$ cat src/rtl/conv_pkg.sv
// rtl/conv_pkg.sv - shared types and widths for the conv_pe sequencer
package conv_pkg;

    typedef enum logic [1:0] {
        IDLE  = 2'd0,
        RUN   = 2'd1,
        DRAIN = 2'd2,
        DONE  = 2'd3
    } seq_state_t;

    localparam int PIX_W     = 64;
    localparam int WIN_PIX_W = 9 * PIX_W;
    localparam int ACC_W     = 32;

endpackage

$ cat src/rtl/sync_fifo.sv
// rtl/sync_fifo.sv - first-word-fall-through synchronous FIFO with occupancy count
module sync_fifo #(
    parameter int WIDTH = 32,
    parameter int DEPTH = 8
) (
    input  logic                     clk,
    input  logic                     rst,
    input  logic                     push,
    input  logic [WIDTH-1:0]         push_data,
    input  logic                     pop,
    output logic [WIDTH-1:0]         pop_data,
    output logic                     full,
    output logic                     empty,
    output logic [$clog2(DEPTH):0]   count
);
    localparam int AW = $clog2(DEPTH);

    logic [WIDTH-1:0] mem [DEPTH];
    logic [AW-1:0]    wr_ptr;
    logic [AW-1:0]    rd_ptr;
    logic             do_push;
    logic             do_pop;

    assign full     = (count == (AW+1)'(DEPTH));
    assign empty    = (count == '0);
    // A push into a full FIFO is only accepted when the same cycle frees a slot.
    assign do_push  = push && (!full || pop);
    assign do_pop   = pop && !empty;
    assign pop_data = mem[rd_ptr];

    always_ff @(posedge clk) begin
        if (do_push) begin
            mem[wr_ptr] <= push_data;
        end
    end

    always_ff @(posedge clk) begin
        if (rst) begin
            wr_ptr <= '0;
            rd_ptr <= '0;
            count  <= '0;
        end else begin
            if (do_push) begin
                wr_ptr <= wr_ptr + AW'(1);
            end
            if (do_pop) begin
                rd_ptr <= rd_ptr + AW'(1);
            end
            count <= count + (AW+1)'(do_push) - (AW+1)'(do_pop);
        end
    end

endmodule

$ cat src/rtl/conv_pe_sequencer.sv
// rtl/conv_pe_sequencer.sv - conv_pe scheduler with credit-gated result FIFO; CONV_SEQ_STATS_EN adds stall counter
module conv_pe_sequencer
    import conv_pkg::*;
#(
    parameter int CI_GROUPS_MAX  = 64,
    parameter int WT_ADDR_W      = 10,
    parameter int POS_W          = 16,
    parameter int OUT_FIFO_DEPTH = 8
) (
    input  logic                 clk,
    input  logic                 rst,
    input  logic                 cfg_valid,
    output logic                 cfg_ready,
    input  logic [6:0]           cfg_ci_groups,
    input  logic [POS_W-1:0]     cfg_positions,
    input  logic [WT_ADDR_W-1:0] cfg_wt_base,
    input  logic                 win_valid,
    output logic                 win_ready,
    input  logic [WIN_PIX_W-1:0] win_pixels,
    output logic                 wt_rd_en,
    output logic [WT_ADDR_W-1:0] wt_rd_addr,
    output logic                 pe_valid_in,
    output logic                 pe_last_channel,
    output logic [WIN_PIX_W-1:0] pe_pixels,
    input  logic                 pe_data_valid,
    input  logic [ACC_W-1:0]     pe_out,
    output logic                 res_valid,
    input  logic                 res_ready,
    output logic [ACC_W-1:0]     res_data,
    output logic                 busy,
    output logic                 done
`ifdef CONV_SEQ_STATS_EN
    ,
    output logic [31:0]          stat_stall_cycles
`endif
);
    localparam int CNT_W = $clog2(OUT_FIFO_DEPTH) + 1;

    seq_state_t           state;
    seq_state_t           state_nxt;
    logic [6:0]           groups_r;
    logic [POS_W-1:0]     positions_r;
    logic [WT_ADDR_W-1:0] wt_base_r;
    logic [6:0]           grp;
    logic [POS_W-1:0]     pos;
    logic [CNT_W-1:0]     inflight;
    logic [CNT_W-1:0]     fifo_count;
    logic [CNT_W:0]       committed;
    logic                 fifo_full;
    logic                 fifo_empty;
    logic                 last_grp;
    logic                 last_pos;
    logic                 blocked;
    logic                 cfg_fire;
    logic                 beat;
    logic                 res_pop;

    assign last_grp  = (grp == groups_r - 7'd1);
    assign last_pos  = (pos == positions_r - POS_W'(1));
    // Only a last beat creates a result, so only it needs a reserved FIFO slot.
    assign committed = {1'b0, inflight} + {1'b0, fifo_count};
    assign blocked   = last_grp && (committed >= (CNT_W+1)'(OUT_FIFO_DEPTH));
    assign cfg_fire  = cfg_valid && cfg_ready;
    assign beat      = win_valid && win_ready;
    assign res_pop   = res_valid && res_ready;

    assign wt_rd_en   = beat;
    assign wt_rd_addr = wt_base_r + WT_ADDR_W'(grp);
    assign res_valid  = !fifo_empty;

    always_comb begin
        state_nxt = state;
        cfg_ready = 1'b0;
        win_ready = 1'b0;
        busy      = 1'b1;
        done      = 1'b0;
        case (state)
            IDLE: begin
                busy      = 1'b0;
                cfg_ready = !rst;
                if (cfg_valid) begin
                    state_nxt = RUN;
                end
            end
            RUN: begin
                win_ready = !blocked;
                if (win_valid && !blocked && last_grp && last_pos) begin
                    state_nxt = DRAIN;
                end
            end
            DRAIN: begin
                if (inflight == '0 && fifo_empty) begin
                    state_nxt = DONE;
                end
            end
            DONE: begin
                done      = 1'b1;
                state_nxt = IDLE;
            end
            default: state_nxt = IDLE;
        endcase
    end

    always_ff @(posedge clk) begin
        if (rst) begin
            state           <= IDLE;
            groups_r        <= 7'd1;
            positions_r     <= POS_W'(1);
            wt_base_r       <= '0;
            grp             <= '0;
            pos             <= '0;
            inflight        <= '0;
            pe_valid_in     <= 1'b0;
            pe_last_channel <= 1'b0;
            pe_pixels       <= '0;
        end else begin
            state           <= state_nxt;
            pe_valid_in     <= beat;
            pe_last_channel <= beat && last_grp;
            if (beat) begin
                pe_pixels <= win_pixels;
            end
            inflight <= inflight + CNT_W'(beat && last_grp) - CNT_W'(pe_data_valid);
            if (cfg_fire) begin
                groups_r    <= cfg_ci_groups;
                positions_r <= cfg_positions;
                wt_base_r   <= cfg_wt_base;
                grp         <= '0;
                pos         <= '0;
            end else if (beat) begin
                if (last_grp) begin
                    grp <= '0;
                    pos <= pos + POS_W'(1);
                end else begin
                    grp <= grp + 7'd1;
                end
            end
        end
    end

    always_ff @(posedge clk) begin
        if (!rst) begin
            assert (!(pe_data_valid && fifo_full && !res_pop));
            assert (!cfg_fire || (cfg_ci_groups != 7'd0 && int'(cfg_ci_groups) <= CI_GROUPS_MAX));
        end
    end

`ifdef CONV_SEQ_STATS_EN
    always_ff @(posedge clk) begin
        if (rst || cfg_fire) begin
            stat_stall_cycles <= '0;
        end else if (state == RUN && win_valid && !win_ready && stat_stall_cycles != '1) begin
            stat_stall_cycles <= stat_stall_cycles + 32'd1;
        end
    end
`endif

    sync_fifo #(
        .WIDTH (ACC_W),
        .DEPTH (OUT_FIFO_DEPTH)
    ) u_res_fifo (
        .clk       (clk),
        .rst       (rst),
        .push      (pe_data_valid),
        .push_data (pe_out),
        .pop       (res_pop),
        .pop_data  (res_data),
        .full      (fifo_full),
        .empty     (fifo_empty),
        .count     (fifo_count)
    );

endmodule

$ cat config.mk
export PLATFORM = sky130hd
export DESIGN_NAME = conv_pe_sequencer
export DESIGN_NICKNAME = d
export VERILOG_FILES = /design/src/rtl/conv_pkg.sv /design/src/rtl/sync_fifo.sv /design/src/rtl/conv_pe_sequencer.sv
export SDC_FILE = /design/constraint.sdc
export NUM_CORES = 2
export LEC_CHECK = 0
export ABC_AREA = 0
export BUFFER_PORTS_ARGS = -buffer_cell sky130_fd_sc_hd__buf_2
export CORE_AREA = 2 2 501 503
export CTS_CLUSTER_SIZE = 14
export DETAILED_ROUTE_END_ITERATION = 16
export DIE_AREA = 0 0 503 505
export HOLD_SLACK_MARGIN = 0.02
export PLACE_DENSITY_LB_ADDON = 0.12
export SYNTH_ARGS = -nofsm -noshare
export SYNTH_HDL_FRONTEND = slang
export SYNTH_HIERARCHICAL = 1
export SYNTH_SLANG_ARGS = --single-unit
$ cat constraint.sdc
create_clock -name clk -period 7.65 [get_ports clk]
set_input_delay 1.53 -clock clk [delete_from_list [all_inputs] [get_ports clk]]
set_output_delay 1.53 -clock clk [all_outputs]
set_load 0.01 [all_outputs]
==> impl_metrics.ini <==
[outcome]
status = complete, no violations

[sta]
finalSetupViolCount = 0
setup-tns-final_ps = 0
hold_slack_ps = 449
clock_skew_ps = 55.6
fin_crit_sh_pct = 67.9
drv_slew = 0
max_clock_freq_mhz = 193
worst_pin_slew_ps = 1150
layout_min_cycle_time_ps = 5190
slew_headroom_pct = 23.4
rsz0062_at_grt = no
hold_violations = 0

[global_route]
grt-ovfl-total = 0
grt_pass1_wl_um = 268000
first_global_vias = 29600
grt_max_degree = 179
antenna_found_initial = 137
grt_use_total_pct = 15.3

[route]
via_count = 30200
wl_per_cell_um = 25.1
drtAntennaViolNets = 0
vias_per_cell = 3.73
first_pass_iters = 5
drt_wl_total_um = 203000
drtIter0Drc = 1721
drcViolationCount = 0

[clock_network]
clk_pin_slew_ps = 60
clock-sinks = 909
numCtsBuffers = 119
clk_latency_ps = 780
cts_resized = 0
htreeDepth = 3
cts_buffer_depth = 3
cts_root_buf = clkbuf_16
post_cts_buffers = 0
holdBufCountCts = 0
cts_tree = yes

[setup_path]
r2r_slack_ps = 3380
r2r_cells = 9
r2r_end = pe_pixels[30]
crit_required_ps = 6120
crit_fanout = 124
crit_end = wt_rd_en
startpoint_type = flop
path_class = flop to output port
r2r_start = groups_r[2]
crit_arrival_ps = 3660
startpoint = groups_r[2]
endpoint_kind = output port

[flow_run]
maxCapViolCount = 0

[worst_hold_path]
hold_class = flop to flop

[power]
ir_worst_vdd_mv = 0.183
powerDensity_nw_per_um2 = 315
p_leak_nw = 18.8

[final_layout]
finalNetCount = 5310
n_fill_cell = 28100
final_layout_size_suffix_gt1_share_pct = 33.1
areaGrowthSynthToFinish_pct = 39.8

[die]
dieArea_um2 = 254000
initial_core_util_pct = 13.8
die_w_um = 503
pin_count = 1273
rows = 183
die_y_um = 505
core_um2 = 248000

[placement]
port_buffers = 1272
dp_hpwl_um = 156000
gp_congestion = 0.843

[synth]
ys_warn_count = 6
synthCells = 3430
netlist_area_um2 = 34200
synth_nets = 4114
post_synth.cell_area_avg_um2 = 9.97
## flip-flops by register name, indices dropped and copies added (netlist names), 3 cells and up, named ones only
name / count
pos: 16
u_res_fifo/rd_ptr: 3
pe_pixels: 576
positions_r: 16
inflight: 4
u_res_fifo/count: 4
u_res_fifo/mem: 256
groups_r: 7
grp: 7
u_res_fifo/wr_ptr: 3
wt_base_r: 10
## cell type report
class / count / area (µm²) / share of cell area [%]
Multi-Input combinational cell: 2254 / 12100 / 25.3
Antenna cell: 24 / 60.1 / 0.126
Clock inverter: 50 / 495 / 1.04
Timing Repair Buffer: 1303 / 6680 / 14.0
Inverter: 39 / 154 / 0.322
Tap cell: 3330 / 4170 / 8.72
Clock buffer: 171 / 3360 / 7.04
Sequential cell: 909 / 20800 / 43.5
## layer usage
metal / wire [µm] / up-vias / track usage (%)
met5: 391 / - / 0
met4: 6510 / 60 / 3.62
met3: 18100 / 359 / 5.90
met2: 104000 / 1123 / 28.1
met1: 74300 / 14600 / 16.4
li1: - / 14000 / -
## worst min path at each step
stage | start | endpoint | slack [ps] | cells past startpoint
after floorplan | wt_base_r[2] | wt_base_r[2] | 450 | 2
after global placement | pe_pixels[338] | pe_pixels[338] | 440 | 2
after detailed placement | pe_pixels[326] | pe_pixels[326] | 440 | 2
after CTS | pe_pixels[199] | pe_pixels[199] | 450 | 2
after global routing | pe_pixels[348] | pe_pixels[348] | 470 | 2
final | pe_pixels[390] | pe_pixels[390] | 450 | 2
## power breakdown
| part | switching, W | internal [W] |
|---|---|---|
| registers | 0.000357 | 0.00553 |
| logic | 0.00241 | 0.00118 |
| clock network | 0.00238 | 0.00322 |
## worst max-delay path, stage by stage, from the launching register on
cell	delay [ps]
dfxtp_1	360
or3_4	420
or4_4	500
a2111oi_4	470
nand3_2	250
o21bai_4	290
inv_8	280
buf_2	270
## through the flow
stage | total power (W) | utilization (%) | instance area [µm²] | worst slack, ps | instances
final | 0.0151 | 19.3 | 47800 | 2460 | 8080
after floorplan | 0.00787 | - | 34200 | 2060 | 3430
after CTS | 0.0155 | 19.2 | 47700 | 2330 | 8056
after global routing | 0.0159 | 19.2 | 47700 | 2200 | 8061
after global placement | 0.00972 | 17.7 | 43900 | 2820 | 7835
after detailed placement | 0.00971 | 17.7 | 43900 | 2760 | 7835
## cells in the final DEF (no fill, tap or decap), types with 6 or more instances in the layout
master / instances
buf_2: 1271
nand2_1: 1215
dfxtp_1: 651
a21oi_1: 592
edfxtp_1: 256
clkbuf_16: 120
nor2_1: 42
o21ai_0: 41
mux4_1: 40
xnor2_1: 39
inv_1: 38
mux2_2: 36
nand2b_1: 34
clkbuf_1: 34
ha_1: 33
buf_4: 25
diode_2: 24
mux4_2: 24
clkinv_2: 19
clkbuf_8: 17
nand3_1: 15
xor2_1: 14
nor2b_1: 12
nor3_1: 10
clkinv_1: 10
o31ai_1: 9
nor4_1: 9
nand4_1: 8
or3_1: 8
clkinvlp_4: 8
buf_12: 6
Note: power is estimated with default switching activity, not from simulation.
